===== config.mk =====
export PLATFORM = sky130hd
export DESIGN_NAME = car_rom_arb
export DESIGN_NICKNAME = d
export VERILOG_FILES = /design/src/rtl/car_rom_arb.sv
export SDC_FILE = /design/constraint.sdc
export NUM_CORES = 1
export LEC_CHECK = 0
export BUFFER_PORTS_ARGS = -buffer_cell sky130_fd_sc_hd__buf_2
export CAP_MARGIN = 20
export CORE_MARGIN = 2
export CORE_UTILIZATION = 30
export DETAILED_ROUTE_END_ITERATION = 6
export PLACE_DENSITY = 0.59
export SYNTH_ARGS = -nofsm -noshare
export SYNTH_HDL_FRONTEND = slang
export SYNTH_SLANG_ARGS = --single-unit

===== constraint.sdc =====
create_clock -name pclk -period 2.1 [get_ports pclk]
set_input_delay 0.63 -clock pclk [delete_from_list [all_inputs] [get_ports pclk]]
set_output_delay 0.63 -clock pclk [all_outputs]
set_load 0.05 [all_outputs]

===== src/rtl/car_rom_arb.sv =====
// Two-car arbiter in front of the shared car sprite ROM: grants one pixel fetch per cycle, returns pixels to the owner.
// Define CAR_ARB_FIXED_PRIO_EN to make car 0 always win contention (no round-robin pointer).
module car_rom_arb #(
   parameter int DATA_W = 12
) (
   input  logic              pclk,
   input  logic              rst,
   input  logic              req0,
   input  logic              req1,
   input  logic [3:0]        dir0,
   input  logic [3:0]        dir1,
   input  logic [4:0]        x0,
   input  logic [4:0]        y0,
   input  logic [4:0]        x1,
   input  logic [4:0]        y1,
   output logic              gnt0,
   output logic              gnt1,
   output logic [3:0]        rom_dir,
   output logic [4:0]        rom_x,
   output logic [4:0]        rom_y,
   input  logic [DATA_W-1:0] rom_rgb,
   output logic [DATA_W-1:0] rgb0,
   output logic [DATA_W-1:0] rgb1,
   output logic              rgb0_valid,
   output logic              rgb1_valid
);

   logic              xfer;
   logic [3:0]        rom_dir_d, rom_dir_q;
   logic [4:0]        rom_x_d, rom_x_q;
   logic [4:0]        rom_y_d, rom_y_q;
   logic              vld_p1_d, vld_p1_q;
   logic              own_p1_d, own_p1_q;
   logic [DATA_W-1:0] rgb0_d, rgb0_q;
   logic [DATA_W-1:0] rgb1_d, rgb1_q;
   logic              vld0_p2_d, vld0_p2_q;
   logic              vld1_p2_d, vld1_p2_q;

`ifdef CAR_ARB_FIXED_PRIO_EN
   always_comb begin
      gnt0 = 1'b0;
      gnt1 = 1'b0;
      if (!rst) begin
         gnt0 = req0;
         gnt1 = req1 && !req0;
      end
   end
`else
   // last_q = 1 means car 1 owned the most recent transfer, so car 0 wins the next contention
   logic last_d, last_q;

   always_comb begin
      gnt0   = 1'b0;
      gnt1   = 1'b0;
      last_d = last_q;
      if (!rst) begin
         if (req0 && req1) begin
            gnt0 = last_q;
            gnt1 = !last_q;
         end else begin
            gnt0 = req0;
            gnt1 = req1;
         end
      end
      if (gnt0 || gnt1) begin
         last_d = gnt1;
      end
   end

   always_ff @(posedge pclk) begin
      if (rst) begin
         last_q <= 1'b1;
      end else begin
         last_q <= last_d;
      end
   end
`endif

   // Stage p1: ROM address, owner tag and stage-valid
   always_comb begin
      xfer      = gnt0 || gnt1;
      rom_dir_d = rom_dir_q;
      rom_x_d   = rom_x_q;
      rom_y_d   = rom_y_q;
      own_p1_d  = own_p1_q;
      vld_p1_d  = xfer;
      if (xfer) begin
         own_p1_d  = gnt1;
         rom_dir_d = gnt1 ? dir1 : dir0;
         rom_x_d   = gnt1 ? x1 : x0;
         rom_y_d   = gnt1 ? y1 : y0;
      end
   end

   // Stage p2: capture ROM pixel into the owner's return register
   always_comb begin
      rgb0_d    = rgb0_q;
      rgb1_d    = rgb1_q;
      vld0_p2_d = 1'b0;
      vld1_p2_d = 1'b0;
      if (vld_p1_q) begin
         if (own_p1_q) begin
            rgb1_d    = rom_rgb;
            vld1_p2_d = 1'b1;
         end else begin
            rgb0_d    = rom_rgb;
            vld0_p2_d = 1'b1;
         end
      end
   end

   always_ff @(posedge pclk) begin
      if (rst) begin
         rom_dir_q <= '0;
         rom_x_q   <= '0;
         rom_y_q   <= '0;
         own_p1_q  <= 1'b0;
         vld_p1_q  <= 1'b0;
         rgb0_q    <= '0;
         rgb1_q    <= '0;
         vld0_p2_q <= 1'b0;
         vld1_p2_q <= 1'b0;
      end else begin
         rom_dir_q <= rom_dir_d;
         rom_x_q   <= rom_x_d;
         rom_y_q   <= rom_y_d;
         own_p1_q  <= own_p1_d;
         vld_p1_q  <= vld_p1_d;
         rgb0_q    <= rgb0_d;
         rgb1_q    <= rgb1_d;
         vld0_p2_q <= vld0_p2_d;
         vld1_p2_q <= vld1_p2_d;
      end
   end

   assign rom_dir    = rom_dir_q;
   assign rom_x      = rom_x_q;
   assign rom_y      = rom_y_q;
   assign rgb0       = rgb0_q;
   assign rgb1       = rgb1_q;
   assign rgb0_valid = vld0_p2_q;
   assign rgb1_valid = vld1_p2_q;

endmodule


==> impl_metrics.ini <==
[sta]
max_slew.worst_pin.slew_ns = 0.888
fin_crit_sh_pct = 96.7
final.setup.tns_ns = 0
fin_crit_ns = 2.03
drv_slew = 0
finalClockSkew_ns = 0.00236
slew_headroom_pct = 40.5
rsz0062_at_grt = false
setup_ws_ns = 0.0703
hold_viol = 0
setup_viol = 0
clock.fmax_mhz = 493

[worst_setup_path]
ff2ff_path_depth = 4
cp.required_ns = 1.47
startpoint_type = primary input
cpMostUsedCell = buf_2
path_buf_inv = 2
cp.depth = 4
max_stage_delay_ns = 0.27
crit_arrival_ns = 1.40
crit_family = buffers and inverters
endpoint_kind = output pin
crit_chain = buf_2 -> a21boi_4 -> nor2b_4 -> buf_2
cp_max_fo = 5
crit_type = in2out
cp_slowest_cell = buf_2

[hold_path]
min_path_type = reg2reg
hold_depth = 2

[drt]
drt_wl_total_um = 4140
vias = 1509
drt-initial-drc-count = 49
viasPerCell = 4.56
remaining_drc_errors = 0
firstDrtPassIters = 4
drtAntennaViolNets = 0
wl_per_cell_um = 12.5

[logic_synthesis]
netlist.area_leader.share_pct = 53.2
synth-seq-cells = 43
synth_edf_count = 0
synthArstFlopShare_pct = 0
synth_cell_types = 20
yosysSeqAreaShare_pct = 53.2
ys_top_cells_by_count = 50 x nand2_1, 43 x dfxtp_1, 25 x a21oi_1
synth_top_cell_by_area = dfxtp_1
netlist_area_um2 = 1620
postSynthAreaPerCell_um2 = 9.25
yosysMostFrequentCell = nand2_1
syn_nets = 219
ys.flop_type = dfxtp_1
synthTopCellsByArea = dfxtp_1 53%, nand2_1 12%, a221o_1 8.7%, a21oi_1 7.7%, nor4b_1 7.6%
ys_warn_count = 0
syn_inst = 175

[pwr]
ir_worst_vdd_mv = 0.266
power.density_nw_per_um2 = 839
power_leakage_nw = 1.02

[cts]
htreeDepth = 2
cts_buffer_depth = 2
cts_tree = done
cts_sinks = 43
postCtsHoldBufs = 0
ctsResizeCount = 0
clock_latency_ns = 0.29
cts_buffers = 5
post_cts_buffers = 0
cts.reportedPaths.clkPinSlew_ns = 0.08
root_buffer = clkbuf_8

[die]
row_count = 26
die_w_um = 77.5
die_height_um = 77.5
start_util_pct = 31.3
core_area_um2 = 5170
dieArea_um2 = 6000
ios = 86

[layout]
fillers = 520
area_delta_synth_final_pct = 36.7
antenna_cells = 0
drive_above_1_share_pct = 39.1
final_nets = 304
final_cells = 331

[grt]
grt_pass1_vias = 1477
track_usage_pct = 14.8
grt_pass1_wl_um = 7030
grt-ovfl-total = 0
antenna_found_initial = 0
grt_max_degree = 26

[flow_run]
drv_cap = 0

[placed_design]
place_congestion = 0.734
portBuffers = 85
place_ws_ns = 0.0605
place_hpwl_um = 2880
dp.cells = 323

[status]
run_status = finished, final reports clean
## flip-flops by register name (all words and copies together), names as in the netlist
signal and count:
own_p1_q 1, rom_y 5, rgb0_valid 1, vld_p1_q 1, rgb1_valid 1, rom_dir 4, last_q 1, rgb0 12
rom_x 5, rgb1 12
## kinds of logic after synthesis
kind of cell	count (synthesis)	synth area share [%]
AOI/OAI and AO/OA	42	18.3
buffers and inverters	15	5.18
DFF	43	53.2
and+or+nand+nor	75	23.3
## worst register-to-register path, delay by kind of cell, from the launching register on
family	cells	cell delay (ns)
DFF	1	0.42
buffers and inverters	1	0.19
and+or+nand+nor	1	0.13
AOI/OAI and AO/OA	2	0.43
## report_power, final
part | internal (mW) | leakage, nW | switching [mW]
clock | 0.300 | 0.0515 | 0.274
sequential | 0.865 | 0.353 | 0.0269
combinational | 0.117 | 0.612 | 0.275
## path summary, 6_finish.rpt
path / from / slack, ns / to
setup / recovery: req1 / 0.07 / gnt1
hold / removal: rgb1[11] / 0.45 / rgb1[11]
setup reg to reg: last_q / 0.82 / rom_x[0]
hold reg to reg: rgb1[11] / 0.45 / rgb1[11]
## cell usage in the layout, fill, tap and decap left out
cell type	n
nor2b_4	1
nor3_2	1
nand2b_1	2
clkbuf_8	7
a211oi_4	1
clkbuf_1	1
nand2_1	50
a21boi_4	1
buf_4	6
nor4b_1	14
a21oi_1	25
inv_1	2
nor2b_1	1
o21ai_0	1
buf_2	85
dfxtp_1	43
nor2_1	5
a221o_1	14
and2_1	1
## metrics by stage
| step | hold slack, ns | util [%] | power [mW] | instance area (um2) |
|---|---|---|---|---|
| 3_5_place_dp | 0.445 | 40.9 | 1.30 | 2110 |
| 6_report | 0.453 | 42.8 | 1.86 | 2210 |
| 5_1_grt | 0.471 | 42.8 | 1.95 | 2210 |
| 2_1_floorplan | 0.505 | - | 1.19 | 1650 |
| 3_3_place_gp | 0.440 | 40.9 | 1.30 | 2110 |
| 4_1_cts | 0.456 | 42.8 | 1.88 | 2210 |
## per-layer routing
layer | vias to the layer above | track usage [%] | wire [um]
met2 | 69 | 22.0 | 1670
met3 | 7 | 5.23 | 367
li1 | 784 | - | -
met4 | 0 | 5.36 | 68
met1 | 649 | 19.8 | 2040
met5 | - | 0 | 0
## layout make-up
type,instances,area (um2),share of cell area (%)
repair buffers,91,470,21.3
flip-flops and latches,43,861,38.9
clock buffers,8,100,4.52
inverters,2,7.51,0.339
multi-input cells,117,687,31.0
well taps,70,87.6,3.96
Power figures use the tool's default switching activity.
